File: src/rtl/router_fsm_nch.sv
// Router controller FSM for NUM_CH output channels.
// Decodes the header address, sequences header/payload/parity/full recovery,
// drops packets with invalid addresses and, optionally, packets stalled too
// long waiting for an empty FIFO.
//
// Ports:
//   clock, reset        rising-edge clock, synchronous active-high reset
//   pkt_valid           source packet valid
//   parity_done         parity byte captured by the register block
//   low_pkt_valid       pkt_valid fell during FIFO-full handling
//   fifo_full           full flag of the selected FIFO
//   soft_reset[NUM_CH]  per-channel soft reset (read timeout)
//   fifo_empty[NUM_CH]  per-channel empty flags
//   data_in[ADDR_W]     header address bits
//   busy .. drop_state  Moore decode of the current state
//   dest_sel            latched destination of the current packet
//   wait_timeout        one-cycle pulse when the wait timeout expires
module router_fsm_nch #(
  parameter int NUM_CH       = 3,
  parameter int ADDR_W       = 2,
  parameter int WAIT_TIMEOUT = 0,
  parameter int TO_W         = 8
) (
  input  logic              clock,
  input  logic              reset,
  input  logic              pkt_valid,
  input  logic              parity_done,
  input  logic              low_pkt_valid,
  input  logic              fifo_full,
  input  logic [NUM_CH-1:0] soft_reset,
  input  logic [NUM_CH-1:0] fifo_empty,
  input  logic [ADDR_W-1:0] data_in,
  output logic              busy,
  output logic              detect_add,
  output logic              lfd_state,
  output logic              ld_state,
  output logic              laf_state,
  output logic              full_state,
  output logic              write_enb_reg,
  output logic              rst_int_reg,
  output logic              drop_state,
  output logic [ADDR_W-1:0] dest_sel,
  output logic              wait_timeout
);

  typedef enum logic [3:0] {
    S_DECODE,
    S_LFD,
    S_LD,
    S_FULL,
    S_LAF,
    S_LP,
    S_CPE,
    S_WAIT,
    S_DROP
  } state_t;

  // Channel vectors are widened to the full address space so any
  // dest_sel/data_in value indexes a defined bit (unused channels read 0).
  localparam int NSEL = 1 << ADDR_W;

  localparam logic [ADDR_W:0] NUM_LIM =
    (ADDR_W+1)'(NUM_CH);

  localparam bit TO_EN = (WAIT_TIMEOUT > 0);

  localparam logic [TO_W-1:0] TO_LAST =
    TO_W'(TO_EN ? WAIT_TIMEOUT - 1 : 0);

  state_t            state_q;
  state_t            state_d;
  logic [ADDR_W-1:0] dest_q;
  logic [ADDR_W-1:0] dest_d;
  logic [TO_W-1:0]   cnt_q;
  logic [TO_W-1:0]   cnt_d;
  logic              to_q;
  logic              to_d;

  logic [NSEL-1:0]   empty_x;
  logic [NSEL-1:0]   srst_x;
  logic              addr_ok;
  logic              srst_hit;

  assign empty_x = NSEL'(fifo_empty);
  assign srst_x  = NSEL'(soft_reset);
  assign addr_ok = {1'b0, data_in} < NUM_LIM;

  // Soft reset only matters while a packet owns dest_sel's FIFO.
  assign srst_hit = srst_x[dest_q]
                 && (state_q != S_DECODE)
                 && (state_q != S_DROP);

  always_ff @(posedge clock) begin
    if (reset) begin
      state_q <= S_DECODE;
      dest_q  <= '0;
      cnt_q   <= '0;
      to_q    <= 1'b0;
    end else begin
      state_q <= state_d;
      dest_q  <= dest_d;
      cnt_q   <= cnt_d;
      to_q    <= to_d;
    end
  end

  always_comb begin
    state_d = state_q;
    dest_d  = dest_q;
    cnt_d   = cnt_q;
    to_d    = 1'b0;
    if (srst_hit) begin
      state_d = S_DECODE;
    end else begin
      unique case (state_q)
        S_DECODE: begin
          if (pkt_valid) begin
            dest_d = data_in;
            cnt_d  = '0;
            if (!addr_ok)
              state_d = S_DROP;
            else if (empty_x[data_in])
              state_d = S_LFD;
            else
              state_d = S_WAIT;
          end
        end
        S_WAIT: begin
          // An empty FIFO wins over an expiring timeout.
          if (empty_x[dest_q]) begin
            state_d = S_LFD;
          end else if (TO_EN && cnt_q == TO_LAST) begin
            state_d = S_DROP;
            to_d    = 1'b1;
          end else begin
            cnt_d = cnt_q + 1'b1;
          end
        end
        S_LFD: state_d = S_LD;
        S_LD: begin
          if (fifo_full)
            state_d = S_FULL;
          else if (!pkt_valid)
            state_d = S_LP;
        end
        S_FULL: begin
          if (!fifo_full)
            state_d = S_LAF;
        end
        S_LAF: begin
          if (parity_done)
            state_d = S_DECODE;
          else if (low_pkt_valid)
            state_d = S_LP;
          else
            state_d = S_LD;
        end
        S_LP: state_d = S_CPE;
        S_CPE: begin
          if (fifo_full)
            state_d = S_FULL;
          else
            state_d = S_DECODE;
        end
        S_DROP: begin
          if (!pkt_valid)
            state_d = S_DECODE;
        end
        default: state_d = S_DECODE;
      endcase
    end
  end

  always_comb begin
    busy          = 1'b0;
    detect_add    = 1'b0;
    lfd_state     = 1'b0;
    ld_state      = 1'b0;
    laf_state     = 1'b0;
    full_state    = 1'b0;
    write_enb_reg = 1'b0;
    rst_int_reg   = 1'b0;
    drop_state    = 1'b0;
    unique case (state_q)
      S_DECODE: detect_add = 1'b1;
      S_LFD: begin
        lfd_state = 1'b1;
        busy      = 1'b1;
      end
      S_LD: begin
        ld_state      = 1'b1;
        write_enb_reg = 1'b1;
      end
      S_FULL: begin
        full_state = 1'b1;
        busy       = 1'b1;
      end
      S_LAF: begin
        laf_state     = 1'b1;
        write_enb_reg = 1'b1;
        busy          = 1'b1;
      end
      S_LP: begin
        write_enb_reg = 1'b1;
        busy          = 1'b1;
      end
      S_CPE: begin
        rst_int_reg = 1'b1;
        busy        = 1'b1;
      end
      S_WAIT: busy = 1'b1;
      // busy stays low so the source drains the dropped packet.
      S_DROP: drop_state = 1'b1;
      default: detect_add = 1'b0;
    endcase
  end

  assign dest_sel     = dest_q;
  assign wait_timeout = to_q;

endmodule
File: config.mk
export PLATFORM = sky130hd
export DESIGN_NAME = router_fsm_nch
export DESIGN_NICKNAME = d
export VERILOG_FILES = /design/src/rtl/router_fsm_nch.sv
export SDC_FILE = /design/constraint.sdc
export NUM_CORES = 1
export LEC_CHECK = 0
export CAP_MARGIN = 25
export CORE_UTILIZATION = 41
export CTS_CLUSTER_DIAMETER = 80
export DETAILED_ROUTE_END_ITERATION = 8
export PLACE_DENSITY = 0.76
export SYNTH_ARGS = -nofsm -noshare
export SYNTH_HDL_FRONTEND = slang
export SYNTH_SLANG_ARGS = --single-unit
File: constraint.sdc
create_clock -name clock -period 1.9 [get_ports clock]
set_input_delay 0.38 -clock clock [delete_from_list [all_inputs] [get_ports clock]]
set_output_delay 0.38 -clock clock [all_outputs]
set_load 0.01 [all_outputs]
# --- Word-level counts from Yosys, hierarchy flattened ---
# Index checks and enable logic that the tools add are counted.
word_totals:
  ff_bits: 6
  in_bits: 14
  wordCells: 56
op_classes:
  order_cmp: 3
  n_eq_ne: 14
  muxes: 27
  bitwise: 1
  n_reduce_logical: 9
op_table:
  columns: ["operator", "count"]
  rows:
  - ["$pmux 4 s9", 1]
  - ["$mux 4", 7]
  - ["$eq 4x3->1 const B", 4]
  - ["$mux 1", 12]
  - ["$mux 3", 3]
  - ["$eq 4x2->1 const B", 2]
  - ["$ne 2x2->1 const B", 4]
  - ["$bmux 1 s2", 3]
  - ["$lt 2x3->1 const B", 2]
  - ["$reduce_or 6->1", 1]
  - ["$reduce_and 5->1", 1]
  - ["$eq 4x1->1 const B", 1]
  - ["$eq 4x4->1 const B", 1]
  - ["$logic_not 4->1", 1]
  - ["$ne 4x4->1 const B", 1]
  - ["$reduce_bool 4->1", 1]
  - ["$ne 3x3->1 const B", 1]
  - ["$reduce_and 3->1", 1]
  - ["$reduce_or 3->1", 1]
  - ["$logic_and 1x1->1", 2]
  - ["$lt 2x2->1 const B", 1]
  - ["$mux 2", 1]
  - ["$reduce_or 2->1", 1]
  - ["$not 1->1", 1]

# --- Depth between registers and ports, before layout ---
logic_depth:
  word_depth: 6
  mapped_depth: 6
  mapped_depth_nobuf: 5

# --- Worst setup path before layout ---
# No wires, ideal clock.
synth_path:
  path_type: "reg2reg"
  startpoint: "register state_q[3]"
  endpoint: "register state_q[3]"
  setup_ps: 62
  arrival_ps: 1442
  t_required_ps: 1838
  slack_ps: 395
  path_stages_with_launch: 7
  period_less_slack_ps: 1505
  cell_sequence: "dfxtp_1 buf_6 or4_4 clkinv_4 nand3_2 mux2_2 nor2b_2"
synth_between:
  elab_chain_len: 4
  elab_cells_between_ends: 21
  classes_between: "14 x eq/ne; 1 x mux; 6 x reduce/logical"
synth_lines:
  columns: ["item", "line", "rtl"]
  rows:
  - ["start, declared", "70", "state_t state_q;"]
  - ["start signal, assigned", "100", "state_q <= state_d;"]
  - ["branches (longest 4 deep; another with $reduce_and 5->1)", null, null]
# Several ways; the timed one is not identified.
# A chain may end at the register's enable or synchronous reset.

# --- Worst setup path in the final report ---
layout_path:
  startpoint: "register state_q[0]"
  endpoint: "output detect_add"
layout_between:
  elab_chain_len: 2
layout_lines:
  columns: ["item", "line", "rtl"]
  rows:
  - ["$logic_not 4->1", "184", "unique case (state_q)"]
  - ["$mux 1", "184", null]
  - ["end, declared", "34", "output logic detect_add,"]
# Every way passes these cells.

==> flow_metrics.tcl <==
set metrics [dict create \
    outcome "finished clean" \
    path_clk_slew_ns 0.04 \
    chipHeight_um 40.7 \
    cts_made_buffers 3 \
    syn-instance-count 86 \
    drv_slew 0 \
    antenna_cells_inserted 0 \
    finalHoldViolCount 0 \
    first_drt_iteration_drcs 19 \
    slowest_delay_ns 0.57 \
    finalSetupTns_ns 0 \
    synth_cell_type_count 35 \
    num_vias 740 \
    fp.coreArea_sq_mm 0.00135 \
    cap_viol_max_count 0 \
    synth.net_count 100 \
    vias_per_std_cell 5.56 \
    wire_per_inst_um 12.9 \
    final_cell_area_sq_um 942 \
    grt_use_met2 0.425 \
    final_min_period_over_clock_period 0.960 \
    tritoncts "yes" \
    grt_busiest_layer "met2" \
    total_die_area_sq_mm 0.00166 \
    drt_pre_antenna_iters 4 \
    critical_path.max_fanout 5 \
    worstPathArrival_ns 1.44 \
    grtUsageMet1 0.294 \
    use_met3 0.0326 \
    initial_core_util 0.455 \
    remaining_drc_errors 0 \
    io_buffers 24 \
    wire_length_of_the_first_global_routing_pass_mm 2.66 \
    worstHoldPathType "reg2reg" \
    clk-insertion-delay-late_ns 0.24 \
    critical_path_class "reg2out" \
    grt_setup_unrepaired "false" \
    cp-end-kind "output pin" \
    synthesis.yosys.warnings 0 \
    setup_violations 0 \
    post_place_cells 130 \
    antenna_left 0 \
    placedInstanceArea_sq_um 917 \
    placementRows 13 \
    synth.avg_cell_area_sq_um 7.14 \
    fraction_of_layout_instances_using_a_drive_strength_above_1 0.178 \
    first_global_vias 640 \
    post_synth_instance_area_sq_um 614 \
    gp_routability_congestion 0.872 \
    wl_mm 1.71 \
    finalCriticalPeriod_ns 1.82 \
    gr-total-overflow 0 \
    leakagePower_uw 0.000418 \
    die-width_um 40.7 \
    ys_top_cells_by_area "sky130_fd_sc_hd__dfxtp_1, sky130_fd_sc_hd__nor2_1, sky130_fd_sc_hd__mux2i_1" \
    grt_start_max_net_pins 15 \
    finalNonFillerCells 133 \
    top_level_ports 26 \
    yosysTopAreaCellShare 0.196 \
    start_kind "flop" \
    h_tree_depth_reported_by_cts 1 \
    timing.critical_path.required_ns 1.52 \
    gr-usage-all-layers 0.246 \
    final_worst_clock_skew_ns 0.000291 \
    synth_sequential_area_ratio 0.196 \
    clock_sink_count 6 \
    flow.area_growth_from_synthesis_pct 53.4 \
    antenna_violations_before_repair 0 \
    yosys.area.top_type "sky130_fd_sc_hd__dfxtp_1" \
    cts_max_path_buffers 2 \
    peakVddDrop_v 0.000774 \
    postSynthRegisterBits 6 \
    final_nets 134 \
    power.density_cell_area_mw_per_mm2 1100 \
    dp.final_hpwl_mm 1.35 \
    crit_path_cell_trace "or4_4, clkinv_4, dlygate4sd2_1" \
    hold_ws_ns 0.558 \
    critPathSlowestCell "sky130_fd_sc_hd__or4_4" \
    finalPower_uw 1040 \
    fmax_ghz 0.548 \
    cts-root-buf "sky130_fd_sc_hd__clkbuf_4" \
]
state kept, by name (all words and copies together), names as in the netlist:
name      count
dest_sel      2
state_q       4
critical path: cells and delay by family (launching register included):
kind	cells	cell delay [ns]
simple gates	1	0.57
buf+inv	2	0.34
flops	1	0.30
layout by cell type, fill, tap and decap left out, types with 2 or more instances in the layout:
cell	instances
sky130_fd_sc_hd__a211oi_1	2
sky130_fd_sc_hd__a21oi_1	7
sky130_fd_sc_hd__buf_4	10
sky130_fd_sc_hd__clkbuf_4	3
sky130_fd_sc_hd__clkdlybuf4s50_1	15
sky130_fd_sc_hd__dfxtp_1	5
sky130_fd_sc_hd__dlygate4sd2_1	8
sky130_fd_sc_hd__mux2i_1	4
sky130_fd_sc_hd__nand2_1	10
sky130_fd_sc_hd__nand2b_1	2
sky130_fd_sc_hd__nand3_1	2
sky130_fd_sc_hd__nand3b_1	4
sky130_fd_sc_hd__nor2_1	12
sky130_fd_sc_hd__nor2b_1	3
sky130_fd_sc_hd__nor3_1	4
sky130_fd_sc_hd__o2111ai_1	2
sky130_fd_sc_hd__o211ai_1	2
sky130_fd_sc_hd__o21ai_0	3
through the flow:
stage | util | setup WS, ns
2_1_floorplan | - | 0.395
3_3_place_gp | 0.679 | 0.0637
3_5_place_dp | 0.679 | 0.0527
4_1_cts | 0.696 | 0.0344
5_1_grt | 0.698 | 0.0366
6_report | 0.698 | 0.0763
routing by layer:
layer / share of wire / routed length [um]
met5: 0 / 0
met4: 0 / 0
met3: 0.037 / 63
met2: 0.51 / 880
met1: 0.45 / 771
final timing paths:
kind / startpoint / end / slack (ns) / depth (start not counted)
worst max-delay path: state_q[0] / detect_add / 0.08 / 3
worst min-delay path: dest_sel[0] / dest_sel[0] / 0.56 / 2
worst max register to register: dest_sel[0] / state_q[1] / 0.32 / 5
worst min register to register: dest_sel[0] / dest_sel[0] / 0.56 / 2
where the power goes:
part | internal (uW) | leakage [uW] | switching [uW]
sequential | 163 | 0.0000496 | 40.5
clock | 71.1 | 0.0000138 | 41.3
combinational | 359 | 0.000355 | 361
total | 593 | 0.000418 | 443
cell families after synthesis:
| group | share of synthesized area |
|---|---|
| other | 0.00610 |
| multiplexers | 0.0835 |
| XOR/XNOR | 0.0143 |
| buffers and inverters | 0.0774 |
| flip-flops | 0.196 |
| AO/OA/AOI/OAI | 0.212 |
| AND/OR/NAND/NOR | 0.411 |
timing repair:
action	in CTS	in global routing
hold buffers	0	0
gates resized for setup	11	1
setup endpoints to repair	9	1
setup buffers	0	0
Yosys cell counts, drive strengths merged:
master   count
nor3b        1
o21ai        3
conb         1
nand3b       4
mux2         1
and3b        1
nor3         4
clkbuf       2
o211ai       2
a221o        1
nand3        3
mux2i        4
xor2         1
o22ai        1
a21oi        7
o2111ai      2
nand4bb      1
nor2b        4
nand2b       2
o311ai       1
a211oi       2
inv          2
o21a         1
nor4         1
nor4b        1
buf          3
dfxtp        6
or4          1
nand2       10
clkinv       1
nor2        12
area by class of cell:
| class | count | area (sq um) |
|---|---|---|
| repair buffers | 34 | 308 |
| fillers | 124 | 408 |
| clock buffers | 3 | 22.5 |
| well taps | 15 | 18.8 |
| multi-input cells | 72 | 455 |
| flip-flops and latches | 6 | 121 |
| inverters | 3 | 16.3 |
Power figures use the tool's default switching activity.
